--- src/rtl/run_splitter_2.sv ---
// Deals whole sentinel-terminated runs from one FWFT FIFO alternately to two downstream FIFOs.
// Latency: 1 cycle from upstream pop to registered write strobe and data.
// Backpressure: stalls on the current port's ready only; a flush costs one stall and one inject cycle.
module run_splitter_2 #(
    parameter int W  = 32,
    parameter int CW = 16
) (
    input  logic            i_clk,
    input  logic            i_rst_n,
    input  logic [2*W-1:0]  i_fifo,
    input  logic            i_fifo_empty,
    output logic            o_fifo_read,
    input  logic            i_flush,
    input  logic            i_fifo_1_ready,
    input  logic            i_fifo_2_ready,
    output logic            o_fifo_1_write,
    output logic            o_fifo_2_write,
    output logic [2*W-1:0]  o_data,
    output logic [CW-1:0]   o_runs_1,
    output logic [CW-1:0]   o_runs_2,
    output logic            o_busy
);

    typedef enum logic [1:0] {
        DEAL1 = 2'd0,
        DEAL2 = 2'd1,
        INJ1  = 2'd2,
        INJ2  = 2'd3
    } state_t;

    state_t          r_state;
    state_t          w_state_nxt;
    logic            r_open;
    logic            w_open_nxt;
    logic            r_flush_pend;
    logic            w_flush_pend_nxt;
    logic            r_wr1;
    logic            r_wr2;
    logic            w_wr1_nxt;
    logic            w_wr2_nxt;
    logic [2*W-1:0]  r_data;
    logic [2*W-1:0]  w_data_nxt;
    logic [CW-1:0]   r_runs_1;
    logic [CW-1:0]   r_runs_2;
    logic            w_inc1;
    logic            w_inc2;
    logic            w_deal;
    logic            w_port2;
    logic            w_rdy;
    logic            w_pop;
    logic            w_key_zero;

    assign w_deal     = (r_state == DEAL1) || (r_state == DEAL2);
    assign w_port2    = (r_state == DEAL2) || (r_state == INJ2);
    assign w_rdy      = w_port2 ? i_fifo_2_ready : i_fifo_1_ready;
    assign w_key_zero = (i_fifo[W-1:0] == '0);
    // Reset gates the pop so upstream is never drained while the block is held in reset.
    assign w_pop      = i_rst_n & w_deal & ~r_flush_pend & ~i_fifo_empty & w_rdy;

    always_comb begin
        w_state_nxt      = r_state;
        w_open_nxt       = r_open;
        w_flush_pend_nxt = r_flush_pend;
        w_wr1_nxt        = 1'b0;
        w_wr2_nxt        = 1'b0;
        w_data_nxt       = r_data;
        w_inc1           = 1'b0;
        w_inc2           = 1'b0;
        case (r_state)
            DEAL1, DEAL2: begin
                if (r_flush_pend) begin
                    w_state_nxt = w_port2 ? INJ2 : INJ1;
                end else if (w_pop) begin
                    w_data_nxt = i_fifo;
                    w_wr1_nxt  = ~w_port2;
                    w_wr2_nxt  = w_port2;
                    if (w_key_zero) begin
                        // A sentinel closes the run, so a flush in the same cycle has nothing to close.
                        w_open_nxt  = 1'b0;
                        w_inc1      = ~w_port2;
                        w_inc2      = w_port2;
                        w_state_nxt = w_port2 ? DEAL1 : DEAL2;
                    end else begin
                        w_open_nxt       = 1'b1;
                        w_flush_pend_nxt = i_flush;
                    end
                end else if (i_flush && r_open) begin
                    w_flush_pend_nxt = 1'b1;
                end
            end
            default: begin
                if (w_rdy) begin
                    w_data_nxt       = '0;
                    w_wr1_nxt        = ~w_port2;
                    w_wr2_nxt        = w_port2;
                    w_open_nxt       = 1'b0;
                    w_flush_pend_nxt = 1'b0;
                    w_inc1           = ~w_port2;
                    w_inc2           = w_port2;
                    w_state_nxt      = w_port2 ? DEAL1 : DEAL2;
                end
            end
        endcase
    end

    always_ff @(posedge i_clk or negedge i_rst_n) begin
        if (!i_rst_n) begin
            r_state      <= DEAL1;
            r_open       <= 1'b0;
            r_flush_pend <= 1'b0;
            r_wr1        <= 1'b0;
            r_wr2        <= 1'b0;
            r_data       <= '0;
        end else begin
            r_state      <= w_state_nxt;
            r_open       <= w_open_nxt;
            r_flush_pend <= w_flush_pend_nxt;
            r_wr1        <= w_wr1_nxt;
            r_wr2        <= w_wr2_nxt;
            r_data       <= w_data_nxt;
        end
    end

    always_ff @(posedge i_clk or negedge i_rst_n) begin
        if (!i_rst_n) begin
            r_runs_1 <= '0;
            r_runs_2 <= '0;
        end else begin
            if (w_inc1) r_runs_1 <= r_runs_1 + CW'(1);
            if (w_inc2) r_runs_2 <= r_runs_2 + CW'(1);
        end
    end

    assign o_fifo_read    = w_pop;
    assign o_fifo_1_write = r_wr1;
    assign o_fifo_2_write = r_wr2;
    assign o_data         = r_data;
    assign o_runs_1       = r_runs_1;
    assign o_runs_2       = r_runs_2;
    assign o_busy         = r_open | r_flush_pend | ~w_deal;

endmodule

--- config.mk ---
export PLATFORM = sky130hd
export DESIGN_NAME = run_splitter_2
export DESIGN_NICKNAME = d
export VERILOG_FILES = /design/src/rtl/run_splitter_2.sv
export SDC_FILE = /design/constraint.sdc
export NUM_CORES = 1
export LEC_CHECK = 0
export ABC_CLOCK_PERIOD_IN_PS = 2200
export CAP_MARGIN = 25
export CORE_UTILIZATION = 23
export DETAILED_ROUTE_END_ITERATION = 10
export PLACE_DENSITY = 0.47
export SLEW_MARGIN = 10
export SYNTH_ARGS = -nofsm -noshare
export SYNTH_HDL_FRONTEND = slang
export SYNTH_SLANG_ARGS = --single-unit
export TNS_END_PERCENT = 20
--- constraint.sdc ---
create_clock -name i_clk -period 2.2 [get_ports i_clk]
set_input_delay 0.22 -clock i_clk [delete_from_list [all_inputs] [get_ports i_clk]]
set_output_delay 0.22 -clock i_clk [all_outputs]
set_load 0.01 [all_outputs]
==> results.yml, run 1 <==
status:
  run_status: "completed"
timing:
  max-slew-margin-rel: 0.488
  final_hold_slack_ns: 0.449
  hold_viol: 0
  clock_skew_ns: 0.0129
  finalSetupViolCount: 0
  setup_repair_after_global_routing_missed_its_margin: "no"
  worst-slew-pin-transition_ns: 0.768
  final.min_clock_period_ns: 2.06
  fmax_mhz: 486
  number_of_max_slew_violations_in_the_final_report: 0
  min_period_over_period: 0.936
place:
  dp_hpwl_mm: 8.46
  place_inst: 719
  place.gp.congestion: 0.748
  port_buffers: 169
floorplanning:
  chipWidth_um: 136
  top_level_ports: 170
  design.core.area_mm2: 0.0174
  floorplan.die.height_um: 136
  die_area_mm2: 0.0185
  start_util: 0.237
  placement_rows: 48
critical_path:
  critical_path.slowest_cell: "sky130_fd_sc_hd__clkdlybuf4s50_1"
  timing.critical_path.required_ns: 1.98
  criticalPathCategory: "flip-flop to primary output"
  timing.critical_path.fanout_max: 4
  critical_path.max_stage_delay_ns: 0.64
  crit_chain: "mux2i_1 -> nor4_4 -> clkdlybuf4s50_1"
  timing.critical_path.from_type: "flip-flop"
  end_kind: "primary output"
  worstPathBufferInverterCount: 1
  worst_path_dominant_cell_family: "buffers and inverters"
  worst-endpoint-arrival_ns: 1.84
grt:
  grt_start_max_net_pins: 60
  grt_pass1_wl_mm: 18.4
  grt_usage: 0.133
  antenna_found_initial: 0
  number_of_global_route_vias_before_repair: 3329
  overflow: 0
pwr:
  sw_frac_of_total: 0.320
  p_leak_nw: 2.77
  power-per-cell-area_mw_per_mm2: 1110
  p_sw_mw: 2.32
  clock_share_of_power: 0.227
  irDropWorstVdd_uv: 450
  p_total_mw: 7.25
  internal_power_mw: 4.92
  share_comb_of_total_power: 0.384
  seq_power_share: 0.389
route:
  antenna_violating_nets_post_route: 0
  wl_cell_um: 16.0
  post-route-drc-count: 0
  drt-pass1-iter-count: 4
  post_drt_via_cell_ratio: 4.47
  detail_route.iter0.violations: 143
  num_vias: 3297
  finalWirelength_mm: 11.8
clock_network:
  tritoncts: "yes"
  clk_path_buf_depth: 2
  cts.htree.levels: 3
  clkTransAtPathRegs_ns: 0.07
  number_of_buffers_inserted_during_clock_tree_synthesis: 9
  clock_sink_count: 102
  postCtsSetupRepairBufs: 0
  worst_skew_pair_later_pin_latency_ns: 0.36
  clock-root-buffer: "sky130_fd_sc_hd__clkbuf_16"
yosys:
  ys_top_cells_by_area: "sky130_fd_sc_hd__dfrtp_1 62%, sky130_fd_sc_hd__a22o_1 14%, sky130_fd_sc_hd__xnor2_1 6.1%"
  synth_commonest_cells: "102 x sky130_fd_sc_hd__dfrtp_1, 64 x sky130_fd_sc_hd__a22o_1, 29 x sky130_fd_sc_hd__xnor2_1"
  netlist-cell-type-count: 38
  synthesis.yosys.warnings: 0
  yosys.area.top_type_share: 0.618
  synth_area_mm2: 0.00413
  synth_seq_area_share: 0.618
  dominantRegCellSynth: "sky130_fd_sc_hd__dfrtp_1"
  number_of_enable_flip_flop_cells_after_synthesis: 0
  synthMostInstantiatedCell: "sky130_fd_sc_hd__dfrtp_1"
  ys_seq_elements: 102
  avgSynthCellArea_um2: 12.8
  synth_fp_nets: 395
  synth-async-reset-ratio: 1.00
  synthesis.instances: 323
  synth_area_leader_cell: "sky130_fd_sc_hd__dfrtp_1"
final_layout:
  finalNonFillerCells: 737
  diodes: 0
  areaGrowthSynthToFinish_pct: 57.7
  post_route_cells_drive_above_1_share: 0.0957
  number_of_nets_in_the_layout: 579
job:
  max-cap-violations: 0
worst_hold_path:
  hold_path.class: "primary input to flip-flop"
[registers in the layout (all words and copies together), names as in the netlist]
name and count:
r_state 2, r_open 1, o_runs_1 16, o_fifo_1_write 1, o_data 64, o_fifo_2_write 1, o_runs_2 16, r_flush_pend 1
[logic make-up after synthesis]
family / count (synthesis) / synth area share
flip-flops: 102 / 0.618
AND/OR/NAND/NOR: 89 / 0.123
AO/OA/AOI/OAI: 73 / 0.153
XOR/XNOR: 30 / 0.0636
buffers and inverters: 24 / 0.0288
multiplexers: 3 / 0.00787
adder cells (fa/ha/maj): 2 / 0.00606
[power by group through the flow]
stage	combinational (mW)	sequential, mW	clock, mW
CTS	2.82	2.82	1.72
detailed placement	2.81	2.83	0
floorplan	0.941	3.05	0
finish	2.78	2.82	1.64
global route	2.99	2.90	1.78
global placement	2.81	2.85	0
[layer usage]
layer | up-vias | share of wire | global-route usage
li1 | 1579 | - | -
met1 | 1594 | 0.46 | 0.175
met2 | 113 | 0.45 | 0.199
met3 | 11 | 0.078 | 0.0470
met4 | 0 | 0.015 | 0.0519
met5 | - | 0 | 0
[final cells by class]
cell class | count | area (µm²)
Fill cell | 1710 | 10900
Tap cell | 225 | 282
Inverter | 7 | 26.3
Multi-Input combinational cell | 197 | 1470
Clock buffer | 9 | 225
Clock inverter | 7 | 80.1
Timing Repair Buffer | 190 | 1880
Sequential cell | 102 | 2550
[through the flow]
step | util | TNS (ns) | area (µm²) | setup WS (ns)
CTS | 0.374 | 0 | 6510 | 0.0794
floorplan | - | 0 | 4130 | 0.410
global placement | 0.355 | -6.18 | 6180 | -0.240
finish | 0.374 | 0 | 6510 | 0.141
global route | 0.374 | 0 | 6510 | 0.0151
detailed placement | 0.355 | -7.08 | 6180 | -0.268
[layout by cell type (no fill, tap or decap), drive strengths merged, types with 3 or more instances in the layout]
| cell type | instances |
|---|---|
| clkdlybuf4s50 | 168 |
| dfrtp | 102 |
| a22o | 64 |
| xnor2 | 29 |
| nand3 | 24 |
| buf | 20 |
| nor4 | 12 |
| and3 | 11 |
| nand2 | 10 |
| nand4 | 10 |
| inv | 10 |
| clkbuf | 9 |
| nor2 | 8 |
| nor3 | 5 |
| a21oi | 3 |
[tightest hold or removal path, cell delays in order]
cell and delay (ns):
sky130_fd_sc_hd__clkdlybuf4s50_1 0.40, sky130_fd_sc_hd__inv_1 0.06, sky130_fd_sc_hd__o32ai_1 0.08
[what timing repair did]
| action | 4_1_cts | 5_1_grt |
|---|---|---|
| hold buffers | 2 | 0 |
| endpoints found under the hold margin | 13 | 0 |
| endpoints found under the setup margin | 0 | 13 |
| resized for setup | 0 | 1 |
[path summary, 6_finish.rpt]
path,startpoint,end,slack (ns),depth (start not counted)
min in group asynchronous,i_rst_n,o_data[48],0.50,3
max in group asynchronous,i_rst_n,o_data[14],0.60,4
worst max register to register,r_state[0],o_data[19],0.35,5
worst max-delay path,r_state[0],o_fifo_read,0.14,3
worst min register to register,o_runs_1[15],o_runs_1[15],0.47,1
worst min-delay path,i_flush,r_flush_pend,0.45,3
No activity file was read; power rests on OpenSTA's default activity.
==> run 2: changes to the inputs <==
--- a/config.mk
+++ b/config.mk
@@ -7,6 +7,7 @@
 export LEC_CHECK = 0
 export ABC_CLOCK_PERIOD_IN_PS = 2200
 export CAP_MARGIN = 25
+export CORE_MARGIN = 10
 export CORE_UTILIZATION = 23
 export DETAILED_ROUTE_END_ITERATION = 10
 export PLACE_DENSITY = 0.47
==> run 2 against run 1 <==
Compared with the run above: register-to-register slack worse by 0.02 ns; combinational power grew 2%; via count shrank 0.36%; clock power up 16%; maximum frequency grew 2.8%; global-route usage decreased by 2.1 points; clock skew is 0.0016 ns lower; highest routed layer unchanged.
==> results.yml, run 2 (synthesized netlist as in run 1, its figures left out) <==
status:
  run_status: "completed"
timing:
  fmax_mhz: 499
  clock_skew_ns: 0.0112
  number_of_max_slew_violations_in_the_final_report: 0
  setup_repair_after_global_routing_missed_its_margin: "no"
  worst-slew-pin-transition_ns: 0.660
  min_period_over_period: 0.910
  max-slew-margin-rel: 0.560
  hold_viol: 0
  final.min_clock_period_ns: 2.00
  fin_tns_setup_ns: 0
  finalSetupViolCount: 0
grt:
  grt_usage: 0.112
  grt_pass1_wl_mm: 21.3
  antenna_found_initial: 0
  grt_start_max_net_pins: 52
  overflow: 0
  number_of_global_route_vias_before_repair: 3496
clock_network:
  number_of_buffers_inserted_during_clock_tree_synthesis: 9
  tritoncts: "yes"
  cts.htree.levels: 3
  clock_sink_count: 102
  clkTransAtPathRegs_ns: 0.07
  worst_skew_pair_later_pin_latency_ns: 0.35
  postCtsSetupRepairBufs: 0
  clock-root-buffer: "sky130_fd_sc_hd__clkbuf_16"
  clk_path_buf_depth: 2
pwr:
  power-per-cell-area_mw_per_mm2: 1160
  irDropWorstVdd_uv: 528
  p_leak_nw: 2.79
floorplanning:
  chipWidth_um: 154
  top_level_ports: 170
  die_area_mm2: 0.0237
  design.core.area_mm2: 0.0175
  floorplan.die.height_um: 154
  placement_rows: 48
  start_util: 0.236
place:
  dp_hpwl_mm: 10.1
  detailed_place.area_mm2: 0.00617
  port_buffers: 169
  place.gp.congestion: 0.769
final_layout:
  n_fill_cell: 1679
  areaGrowthSynthToFinish_pct: 58.4
  largest_register_ffs: 64
  finalInstanceArea_mm2: 0.00654
  multi_input_gate_area_in_the_final_layout_mm2: 0.00147
  mostFrequentLayoutCell: "sky130_fd_sc_hd__clkdlybuf4s50_1"
  diodes: 0
  post_route_cells_drive_above_1_share: 0.0884
  register_cell_area_after_layout_mm2: 0.00255
  number_of_nets_in_the_layout: 577
  final_cell_mix: "167 x sky130_fd_sc_hd__clkdlybuf4s50_1, 102 x sky130_fd_sc_hd__dfrtp_1, 64 x sky130_fd_sc_hd__a22o_1, 29 x sky130_fd_sc_hd__xnor2_1, 24 x sky130_fd_sc_hd__nand3_1"
critical_path:
  criticalPathCategory: "flip-flop to primary output"
  timing.critical_path.required_ns: 1.98
  worst-endpoint-arrival_ns: 1.78
  end_kind: "primary output"
  timing.critical_path.from_type: "flip-flop"
  timing.critical_path.fanout_max: 4
route:
  wl_cell_um: 18.3
  post-route-drc-count: 0
  drt-pass1-iter-count: 6
  num_vias: 3285
  antenna_violating_nets_post_route: 0
  post_drt_via_cell_ratio: 4.48
  detail_route.iter0.violations: 106
  finalWirelength_mm: 13.5
worst_hold_path:
  hold_path.class: "primary input to asynchronous set/reset pin"
job:
  max-cap-violations: 0
[run 2: cell count changes in the layout (fill, tap and decap cells not counted), sizes merged]
cell and delta:
buf -1, bufinv +3, clkbuf +2, clkdlybuf4s50 -1, clkinv -1, clkinvlp -2, dlygate4sd2 +1, dlygate4sd3 -1
inv -3
[run 2: final timing paths]
| path | slack (ns) | to | startpoint | depth (start not counted) |
|---|---|---|---|---|
| setup / recovery | 0.20 | o_busy | r_state[1] | 2 |
| hold / removal | 0.22 | r_flush_pend | i_rst_n | 2 |
| setup reg to reg | 0.33 | o_data[40] | r_state[0] | 5 |
| hold reg to reg | 0.48 | o_runs_1[15] | o_runs_1[15] | 1 |
| max in group asynchronous | 0.47 | o_data[0] | i_rst_n | 4 |
| min in group i_clk | 0.47 | o_data[48] | i_fifo[48] | 2 |
[run 2: cell type report]
type                            instances  area share
Multi-Input combinational cell        197       0.225
Inverter                                7     0.00402
Clock inverter                          4      0.0184
Timing Repair Buffer                  188       0.284
Clock buffer                           11      0.0356
Tap cell                              225      0.0430
Sequential cell                       102       0.390
[run 2: metrics by stage]
stage           util  hold WS [ns]  instances  total power, mW  worst slack (ns)
5_1_grt        0.374         0.220        734             8.01            0.0682
3_3_place_gp   0.353        0.0330        718             5.72            -0.240
2_1_floorplan      -       -0.0756        323             3.99             0.410
6_report       0.374         0.223        734             7.56             0.197
4_1_cts        0.374         0.216        734             7.69             0.145
3_5_place_dp   0.353        0.0361        718             5.71            -0.223
[run 2: repair_timing]
action                     in CTS  in global routing
pin swaps                       0                  0
setup endpoints to repair       1                  1
hold endpoints to repair        3                  0
hold buffers                    1                  0
gates resized for setup         1                  1
[run 2: where the power goes]
| part | internal [mW] | leakage [nW] | switching (mW) |
|---|---|---|---|
| clock | 1.22 | 0.170 | 0.681 |
| sequential | 2.44 | 1.38 | 0.392 |
| combinational | 1.59 | 1.24 | 1.24 |
[run 2: per-layer routing]
metal / part of all wire / global-route usage / wire length [µm]
met1: 0.43 / 0.139 / 5860
met2: 0.46 / 0.170 / 6230
met3: 0.095 / 0.0566 / 1280
met4: 0.0072 / 0.0243 / 97
met5: 0 / 0 / 0
[run 2: worst max-delay path: stages (launching register included)]
cell and delay [ns]:
sky130_fd_sc_hd__dfrtp_1 0.43, sky130_fd_sc_hd__or3_2 0.49, sky130_fd_sc_hd__clkdlybuf4s50_1 0.51
==> run 3: changes to the inputs <==
--- a/config.mk
+++ b/config.mk
@@ -11,6 +11,7 @@
 export CORE_UTILIZATION = 23
 export DETAILED_ROUTE_END_ITERATION = 10
 export PLACE_DENSITY = 0.47
+export RECOVER_POWER = 50
 export SLEW_MARGIN = 10
 export SYNTH_ARGS = -nofsm -noshare
 export SYNTH_HDL_FRONTEND = slang
==> run 3 against run 2 <==
Compared with the run above: routed wire length down 0.46%; highest routed layer unchanged; largest power group unchanged; die area unchanged; sequential power about the same; sequential share of layout area unchanged.
==> results.yml, run 3 (synthesized netlist as in run 1, its figures left out) <==
status:
  run_status: "completed"
final_layout:
  largest_register_ffs: 64
  n_fill_cell: 1679
  final_cell_mix: "102 x sky130_fd_sc_hd__dfrtp_1, 99 x sky130_fd_sc_hd__dlygate4sd3_1, 69 x sky130_fd_sc_hd__clkdlybuf4s50_1, 64 x sky130_fd_sc_hd__a22o_1, 29 x sky130_fd_sc_hd__xnor2_1"
  register_cell_area_after_layout_mm2: 0.00255
  diodes: 0
  areaGrowthSynthToFinish_pct: 58.4
  finalNonFillerCells: 734
  post_route_cells_drive_above_1_share: 0.0884
  mostFrequentLayoutCell: "sky130_fd_sc_hd__dfrtp_1"
  final_core_util: 0.374
  multi_input_gate_area_in_the_final_layout_mm2: 0.00147
  number_of_nets_in_the_layout: 577
floorplanning:
  die_area_mm2: 0.0237
  start_util: 0.236
  chipWidth_um: 154
  top_level_ports: 170
  placement_rows: 48
  floorplan.die.height_um: 154
  design.core.area_mm2: 0.0175
route:
  antenna_violating_nets_post_route: 0
  num_vias: 3292
  post-route-drc-count: 0
  wl_met3_mm: 1.22
  wl_cell_um: 18.3
  detail_route.iter0.violations: 111
  met1_length_mm: 5.92
  post_drt_via_cell_ratio: 4.49
  finalWirelength_mm: 13.4
  met2WireLength_mm: 6.17
  drt-pass1-iter-count: 6
  highest_layer: "met4"
timing:
  number_of_max_slew_violations_in_the_final_report: 0
  finalSetupViolCount: 0
  fmax_mhz: 499
  setup_repair_after_global_routing_missed_its_margin: "no"
  clock_skew_ns: 0.0110
  final.min_clock_period_ns: 2.00
  max-slew-margin-rel: 0.559
  timing.final.ws_setup_ns: 0.197
  hold_viol: 0
  worst-slew-pin-transition_ns: 0.662
  min_period_over_period: 0.910
  final_hold_slack_ns: 0.223
  fin_tns_setup_ns: 0
worst_hold_path:
  hold_path.class: "primary input to asynchronous set/reset pin"
pwr:
  irDropWorstVdd_uv: 507
  p_leak_nw: 3.08
  power-per-cell-area_mw_per_mm2: 1120
critical_path:
  crit_chain: "or3_2 -> clkdlybuf4s50_1"
  criticalPathCategory: "flip-flop to primary output"
  critical_path.max_stage_delay_ns: 0.51
  worstPathBufferInverterCount: 1
  timing.critical_path.required_ns: 1.98
  worst_path_dominant_cell_family: "buffers and inverters"
  critical_path.slowest_cell: "sky130_fd_sc_hd__clkdlybuf4s50_1"
  end_kind: "primary output"
  timing.critical_path.from_type: "flip-flop"
  timing.critical_path.fanout_max: 4
  worst-endpoint-arrival_ns: 1.78
place:
  place_inst: 718
  port_buffers: 169
  dp_hpwl_mm: 10.1
  place.gp.congestion: 0.769
  pre_cts_ws_ns: -0.223
grt:
  number_of_global_route_vias_before_repair: 3496
  antenna_found_initial: 0
  overflow: 0
  grt_pass1_wl_mm: 21.3
  grt_start_max_net_pins: 52
  grt_usage: 0.112
clock_network:
  clk_path_buf_depth: 2
  clkTransAtPathRegs_ns: 0.07
  number_of_buffers_inserted_during_clock_tree_synthesis: 9
  worst_skew_pair_later_pin_latency_ns: 0.35
  tritoncts: "yes"
  cts.htree.levels: 3
  clock_sink_count: 102
  postCtsSetupRepairBufs: 0
  clock-root-buffer: "sky130_fd_sc_hd__clkbuf_16"
job:
  max-cap-violations: 0
==> run 3: what timing repair did <==
item                                    in CTS  in global routing
gates resized for setup                      1                  1
hold buffers                                 1                  0
hold endpoints to repair                     3                  0
endpoints found under the setup margin       1                  1
==> run 3: path summary, 6_finish.rpt <==
kind | slack, ns | end | start | depth (start not counted)
worst max-delay path | 0.20 | o_busy | r_state[1] | 2
worst min-delay path | 0.22 | r_flush_pend | i_rst_n | 2
worst max register to register | 0.33 | o_data[40] | r_state[0] | 5
worst min register to register | 0.48 | o_runs_1[15] | o_runs_1[15] | 1
max in group asynchronous | 0.46 | o_data[0] | i_rst_n | 4
min in group i_clk | 0.47 | o_data[48] | i_fifo[48] | 2
==> run 3: final cells by class <==
class                           instances  area share
Tap cell                              225      0.0430
Multi-Input combinational cell        197       0.225
Sequential cell                       102       0.390
Clock inverter                          4      0.0184
Timing Repair Buffer                  188       0.284
Inverter                                7     0.00402
Clock buffer                           11      0.0356
==> run 3: power breakdown <==
group / leakage, nW / switching (mW) / internal, mW
registers: 1.38 / 0.367 / 2.43
logic: 1.53 / 1.24 / 1.39
clock network: 0.170 / 0.682 / 1.22
total: 3.08 / 2.29 / 5.05
==> run 3: routing by layer <==
layer,track usage,vias up
met4,0.0243,0
met1,0.139,1605
met2,0.170,114
met5,0,-
li1,-,1566
met3,0.0566,7
==> run 3: worst register-to-register path, cell delays in order (launching register included) <==
cell and delay [ns]:
sky130_fd_sc_hd__dfrtp_1 0.41, sky130_fd_sc_hd__mux2i_1 0.18, sky130_fd_sc_hd__nor4_4 0.33, sky130_fd_sc_hd__buf_4 0.29
sky130_fd_sc_hd__buf_4 0.38, sky130_fd_sc_hd__a22o_1 0.23
==> run 3: metrics by stage <==
step / area (µm²) / power, mW
after CTS: 6540 / 7.69
after detailed placement: 6170 / 5.71
after global routing: 6540 / 7.79
after global placement: 6170 / 5.72
after floorplan: 4130 / 3.99
final: 6540 / 7.34
